### src/rtl/wb_arb_stage.sv
// Writeback stage: load-data extension plus arbitration of the single register-file
// write port between the in-order pipeline and a queued long-latency result stream.
module wb_arb_stage #(
  parameter int XLEN       = 32,
  parameter int RW         = 5,
  parameter int DEPTH      = 4,
  parameter int STARVE_MAX = 3
) (
  input  logic                   clk,
  input  logic                   rst,
  input  logic                   in_valid,
  output logic                   in_ready,
  input  logic                   in_regWrite,
  input  logic                   in_memToReg,
  input  logic                   in_isLOADS,
  input  logic [1:0]             in_size,
  input  logic [RW-1:0]          in_rw,
  input  logic [XLEN-1:0]        in_EXout,
  input  logic [XLEN-1:0]        in_Dout,
  input  logic                   lu_valid,
  output logic                   lu_ready,
  input  logic [RW-1:0]          lu_rd,
  input  logic [XLEN-1:0]        lu_data,
  output logic                   o_WB_regWrite,
  output logic [XLEN+RW:0]       o_WB_BACK,
  output logic [$clog2(DEPTH):0] o_lu_count
);

  localparam int L  = $clog2(XLEN / 8);
  localparam int AW = $clog2(DEPTH);
  localparam int CW = AW + 1;
  localparam int SW = $clog2(STARVE_MAX + 1);

  // Lane select by aligned offset, then keep the field and fill the rest with sign or zero.
  function automatic logic [XLEN-1:0] load_ext(input logic [XLEN-1:0] d,
                                               input logic [L-1:0]    off,
                                               input logic [1:0]      sz,
                                               input logic            sgn);
    logic [L-1:0]    o;
    logic [XLEN-1:0] sh;
    logic [XLEN-1:0] keep;
    logic            top;
    o = off;
    case (sz)
      2'b00:   o = off;
      2'b01:   o[0] = 1'b0;
      2'b10:   o[1:0] = 2'b00;
      default: o = '0;
    endcase
    sh = d >> {o, 3'b000};
    case (sz)
      2'b00:   begin keep = XLEN'(8'hFF);         top = sh[7];      end
      2'b01:   begin keep = XLEN'(16'hFFFF);      top = sh[15];     end
      2'b10:   begin keep = XLEN'(32'hFFFF_FFFF); top = sh[31];     end
      default: begin keep = '1;                   top = sh[XLEN-1]; end
    endcase
    return (sh & keep) | ((sgn && top) ? ~keep : '0);
  endfunction

  logic [CW-1:0]   count_q, count_d;
  logic [AW-1:0]   wptr_q, wptr_d, rptr_q, rptr_d;
  logic [SW-1:0]   starve_q, starve_d;
  logic [RW-1:0]   mem_rd_q   [DEPTH];
  logic [XLEN-1:0] mem_data_q [DEPTH];
  logic            wb_we_q, wb_we_d;
  logic [XLEN-1:0] wb_wd_q, wb_wd_d;
  logic [RW-1:0]   wb_rw_q, wb_rw_d;

  logic            nonempty, force_head, pipe_req, pipe_grant, head_grant, push;
  logic [XLEN-1:0] wd_pipe;

  assign nonempty   = (count_q != '0);
  assign force_head = nonempty && (starve_q == SW'(STARVE_MAX));
  assign in_ready   = !force_head;
  // Full check uses the registered count only, so a same-cycle pop never admits a push.
  assign lu_ready   = (count_q < CW'(DEPTH));
  assign pipe_req   = in_valid && in_regWrite && (in_rw != '0);
  assign pipe_grant = pipe_req && in_ready;
  assign head_grant = nonempty && !pipe_grant;
  assign push       = lu_valid && lu_ready && (lu_rd != '0);
  assign wd_pipe    = in_memToReg ? load_ext(in_Dout, in_EXout[L-1:0], in_size, in_isLOADS)
                                  : in_EXout;

  always_comb begin
    wptr_d   = push       ? wptr_q + AW'(1) : wptr_q;
    rptr_d   = head_grant ? rptr_q + AW'(1) : rptr_q;
    count_d  = count_q + CW'(push) - CW'(head_grant);
    starve_d = starve_q;
    if (head_grant) begin
      starve_d = '0;
    end else if (nonempty && (starve_q != SW'(STARVE_MAX))) begin
      starve_d = starve_q + SW'(1);
    end
    wb_we_d = 1'b0;
    wb_wd_d = '0;
    wb_rw_d = '0;
    if (pipe_grant) begin
      wb_we_d = 1'b1;
      wb_wd_d = wd_pipe;
      wb_rw_d = in_rw;
    end else if (head_grant) begin
      wb_we_d = 1'b1;
      wb_wd_d = mem_data_q[rptr_q];
      wb_rw_d = mem_rd_q[rptr_q];
    end
  end

  // Stage boundary: arbitration result -> registered write port
  always_ff @(posedge clk or negedge rst) begin
    if (!rst) begin
      count_q  <= '0;
      wptr_q   <= '0;
      rptr_q   <= '0;
      starve_q <= '0;
      wb_we_q  <= 1'b0;
      wb_wd_q  <= '0;
      wb_rw_q  <= '0;
    end else begin
      count_q  <= count_d;
      wptr_q   <= wptr_d;
      rptr_q   <= rptr_d;
      starve_q <= starve_d;
      wb_we_q  <= wb_we_d;
      wb_wd_q  <= wb_wd_d;
      wb_rw_q  <= wb_rw_d;
    end
  end

  always_ff @(posedge clk) begin
    if (push) begin
      mem_rd_q[wptr_q]   <= lu_rd;
      mem_data_q[wptr_q] <= lu_data;
    end
  end

  assign o_WB_regWrite = wb_we_q;
  assign o_WB_BACK     = {wb_we_q, wb_wd_q, wb_rw_q};
  assign o_lu_count    = count_q;

endmodule

### config.mk
export PLATFORM = sky130hd
export DESIGN_NAME = wb_arb_stage
export DESIGN_NICKNAME = d
export VERILOG_FILES = /design/src/rtl/wb_arb_stage.sv
export SDC_FILE = /design/constraint.sdc
export NUM_CORES = 1
export LEC_CHECK = 0
export ABC_AREA = 1
export BUFFER_PORTS_ARGS = -buffer_cell sky130_fd_sc_hd__buf_4
export CORE_MARGIN = 1.5
export CORE_UTILIZATION = 25
export DETAILED_ROUTE_END_ITERATION = 8
export PLACE_DENSITY = 0.52
export SYNTH_ARGS = -nofsm -noshare
export SYNTH_HDL_FRONTEND = slang
export SYNTH_SLANG_ARGS = --single-unit
### constraint.sdc
create_clock -name clk -period 8.2 [get_ports clk]
set_clock_uncertainty 0.1 [all_clocks]
set_input_delay 1.23 -clock clk [delete_from_list [all_inputs] [get_ports clk]]
set_output_delay 1.23 -clock clk [all_outputs]
set_load 0.05 [all_outputs]
======== Word-level counts from Yosys, hierarchy flattened ========
Memories as Yosys holds them, arrays and structs flattened.
Index checks and enable logic that the tools add are counted.
storage, ports and cells
  output and inout bits ................... 44
  memories ................................ 2
  flip-flop bits (word level) ............. 47
  RAM bits ................................ 148
  input port bits ......................... 115
  logic and storage cells ................. 55
operators by class
  reduce and logical (&&, ||, !) cells .... 17
  order comparisons ....................... 1
  add/subtract/negate cells ............... 5
  bitwise operators ....................... 3
  shift-type cells ........................ 1
  eq/ne operators ......................... 3
  muxes and demuxes ....................... 16
memories
  name        words  bits a word  rd ports  clocked after memory_dff  write ports  line  RTL
  mem_data_q  4      32           1         0                         1            64    logic [XLEN-1:0] mem_data_q [DEPTH];
  mem_rd_q    4      5            1         0                         1            63    logic [RW-1:0] mem_rd_q [DEPTH];
operator list
  operator                                       number
  2-to-1 mux 32 bit                              4
  one-hot mux 32 bit (2 select lines)            1
  AND 32 bit                                     1
  NOT 32 bit                                     1
  bitwise OR 32 bit                              1
  right shift 32 x 5 -> 32 bit                   1
  2-to-1 mux 5 bit                               2
  nonzero test 5 bit                             2
  logical AND 1 bit                              9
  adder 2 x 1 -> 2 bit, second input constant    3
  2-to-1 mux 1 bit                               6
  2-to-1 mux 2 bit                               2
  adder 3 x 1 -> 3 bit                           1
  < comparator 3 bit, second input constant      1
  nonzero test 3 bit                             1
  subtractor 3 x 1 -> 3 bit                      1
  == test 2 x 1 -> 1 bit, second input constant  1
  == test 2 bit, second input constant           1
  logical NOT 1 bit                              2
  logical NOT 2 bit                              1
  != test 2 bit, second input constant           1
  one-hot mux 1 bit (2 select lines)             1
  nonzero test 2 bit                             1
  OR reduction 2 bit                             1

======== Longest topological paths before layout ========
  word-level depth ........................ 10
  mapped depth ............................ 12

======== Least setup slack after synthesis ========
No wires, ideal clock.
  path type ............................... input -> register
  start ................................... input port lu_rd[3]
  end ..................................... memory mem_data_q[0][0] (enable)
  stages on the path ...................... 4
  arrival time ............................ 3.141 ns
  path slack .............................. 4.528 ns
  data required time ...................... 7.669 ns
  buffers on the path ..................... 0
  cells stage by stage .................... nor3_1 -> nand2_1 -> nand3_1 -> nor2_1
between the ends
  longest elaborated chain between the ends .. 4
ends and longest elaborated chain
  item                                    line  RTL
  start, declared                         22    input logic [RW-1:0] lu_rd,
  nonzero test 5 bit                      80    assign push = lu_valid && lu_ready && (lu_rd != '0);
  logical AND 1 bit                       80
  2-to-1 mux 1 bit                        130   if (push) begin
  2-to-1 mux 1 bit (not written as such)  132   mem_data_q[wptr_q] <= lu_data;
  end, declared                           64
Every way passes these cells.

======== Worst setup path after layout ========
  start ................................... input port in_rw[2]
  end ..................................... register count_q[2] (netlist: o_lu_count[2])
between the ends
  longest elaborated chain between the ends .. 6
ends and longest elaborated chain
  item                       line  RTL
  start, declared            17    input logic [RW-1:0] in_rw,
  nonzero test 5 bit         77    assign pipe_req = in_valid && in_regWrite && (in_rw != '0);
  logical AND 1 bit          77
  logical AND 1 bit          78    assign pipe_grant = pipe_req && in_ready;
  logical NOT 1 bit          79    assign head_grant = nonempty && !pipe_grant;
  logical AND 1 bit          79
  subtractor 3 x 1 -> 3 bit  87    count_d = count_q + CW'(push) - CW'(head_grant);
  via count_d[2]             60    logic [CW-1:0] count_q, count_d;
  end signal, assigned       119   count_q <= count_d;
  end, declared              60
The timed path passes the listed nets, and every way through them passes these cells.
A chain may end at the register's enable or synchronous reset.

==> reports/metrics.yaml <==
drt:
  maxUsedRoutingLayer: "met5"
  drc: 0
  met3_length_mm: 1.71
  antenna_left: 0
  vias: 6321
  wl_met2_mm: 11.8
  first_iter_violations: 589
  post_drt_via_cell_ratio: 4.48
  routedWlPerCell_um: 18.1
  dr.pass1.iters: 7
  m1WireLength_mm: 11.4
  drt-total-wl_mm: 25.5
sta:
  max_slew_margin: 0.450
  worst_pin_slew_ns: 0.825
  worst_slack_ns: 4.76
  drv_slew: 0
  hold_violations: 0
  final-setup-viol-count: 0
  fin_crit_sh: 0.420
  fmax_mhz: 291
  rsz0062_at_grt: "no"
  period_needed_ns: 3.44
  final.setup.tns_ns: 0
synth:
  netlist_area_sq_um: 8470
  synth_mux_area_frac: 0
  seq_area_frac_synth: 0.663
  syn_nets: 934
  synth_compound_area_frac: 0.121
  netlist-cell-type-count: 30
  postSynthCellCount: 811
  synth_xor_area_frac: 0.00413
  ys_seq_elements: 195
  synth-simple-area-share: 0.150
  ys_warn_count: 0
  synth.avg_cell_area_sq_um: 10.4
  synth_top_family_by_area: "simple AND/OR/NAND/NOR gates"
  synth_adder_area_share: 0.0127
global_route:
  grt_pass1_vias: 6163
  grt_util_all_layers: 0.147
  grt_pass1_wl_mm: 38.0
  antenna_found_initial: 1
  grt_max_degree: 78
  overflow: 0
floorplanning:
  die_h_um: 187
  start_util: 0.253
  rows: 67
  core_sq_um: 33400
  io_pins: 159
  die_w_um: 187
  die_area_sq_um: 35000
cells_and_area:
  final_common_cell: "buf_4"
  drive_gt1_frac: 0.225
  final_area_sq_um: 10700
  syn_to_final_growth_pct: 25.7
  final_cell_mix: "buf_4 (167), edfxtp_1 (148), nor2_1 (140)"
  nFillCells: 3462
  final_nets: 1072
  diodes: 0
clock_network:
  clk_pin_slew_ns: 0.07
  cts_resized: 0
  postCtsHoldBufs: 0
  post_cts_buffers: 0
  clockBufferDepth: 2
  cts_tree: "yes"
  cts_buffers: 17
  clock_latency_ns: 0.44
  cts_num_sinks: 195
  cts-root-buf: "clkbuf_16"
  htree_levels: 4
critical_path:
  timing.rr.start: "o_lu_count[2]"
  cp_max_fo: 39
  rrSetupSlack_ns: 5.17
  crit_path_end_kind: "register"
  r2r_cells: 12
  startpoint_type: "input pin"
  timing.rr.end: "o_lu_count[2]"
  crit_arrival_ns: 3.66
  path_class: "input pin to register"
  crit_required_ns: 8.42
worst_hold_path:
  min-delay-start: "starve_q[1]"
  worst_hold_path_type: "register to register"
  whs_endpoint: "starve_q[1]"
  whs_path_depth: 2
outcome:
  outcome: "complete, no violations"
placement:
  placed_cell_area_sq_um: 10100
  portBuffers: 158
  gp_congestion: 0.862
  dpl_worst_slack_ns: 4.25
  hpwl_mm: 16.9
pwr:
  pwr_density_cell_nw_per_um2: 339
  ir_worst_vdd_mv: 0.164
  leakagePower_uw: 0.00433
job:
  cap_viol_max_count: 0
==> area by class of cell <==
class	instances	area, sq um	area share
well taps	448	561	0.0526
clock buffers	20	458	0.0430
multi-input cells	520	2470	0.232
repair buffers	167	1250	0.118
clock inverters	12	106	0.00999
flip-flops and latches	195	5620	0.528
inverters	48	180	0.0169
==> worst max path at each step <==
stage | start | end | slack (ns) | depth (start not counted)
4_1_cts | in_rw[2] | o_lu_count[2] | 4.73 | 12
6_report | in_rw[2] | o_lu_count[2] | 4.76 | 12
3_3_place_gp | in_rw[2] | o_lu_count[2] | 4.27 | 12
5_1_grt | in_rw[2] | o_lu_count[2] | 4.50 | 12
2_1_floorplan | lu_rd[3] | mem_data_q[0][0] | 4.53 | 4
3_5_place_dp | in_rw[2] | o_lu_count[2] | 4.25 | 12
==> flip-flops by register name (all words and copies together) (netlist names) <==
| name | count |
|---|---|
| o_WB_regWrite | 1 |
| wptr_q | 2 |
| mem_rd_q | 20 |
| starve_q | 2 |
| mem_data_q | 128 |
| rptr_q | 2 |
| wb_rw_q | 5 |
| o_lu_count | 3 |
| wb_wd_q | 32 |
==> report_power, final <==
group,total [uW],internal [uW],switching (uW)
Sequential,1390,1290,104
Combinational,1420,406,1020
Clock,798,437,362
Total,3610,2130,1480
==> cell usage after synthesis, drive strengths merged <==
cell type,instances,area (sq um)
a211oi,6,45.0
a21oi,25,125
a22o,2,17.5
a31o,1,8.76
buf,15,110
clkbuf,33,124
dfrtp,47,1180
edfxtp,148,4440
fa,1,20.0
ha,7,87.6
inv,48,180
nand2,141,534
nand3,26,153
nand4,2,12.5
nor2,147,564
nor3,1,5.00
o21ai,121,606
o22ai,36,225
xnor2,1,8.76
xor2,3,26.3
==> metal layers <==
metal | GRT usage | up-vias
met5 | 0 | -
met4 | 0.0546 | 2
met3 | 0.0379 | 35
met2 | 0.234 | 215
met1 | 0.192 | 3011
li1 | - | 3058
==> worst max-delay path, stage by stage <==
cell and delay (ns):
buf_4 0.11, nor2_1 0.09, nand4_1 0.13, nand4_1 0.10, buf_4 0.33, nand2_1 0.14
inv_2 0.53, ha_1 0.24, inv_1 0.04, ha_1 0.18, fa_1 0.38, xor2_1 0.17
==> metrics by stage <==
step	instances	hold slack, ns	util	total power [uW]
after floorplan	811	0.364	-	2330
after global routing	1410	0.476	0.318	3820
final	1410	0.425	0.318	3610
after CTS	1410	0.428	0.318	3660
after global placement	1378	0.393	0.302	2850
after detailed placement	1378	0.410	0.302	2860
==> kinds of logic (layout without fill, tap and decap cells) <==
group | count (synthesis) | count (layout)
simple gates | 317 | 317
flops | 195 | 195
compound gates | 191 | 191
buf+inv | 96 | 247
fa+ha+maj | 8 | 8
xor+xnor | 4 | 4
Power figures use the tool's default switching activity.
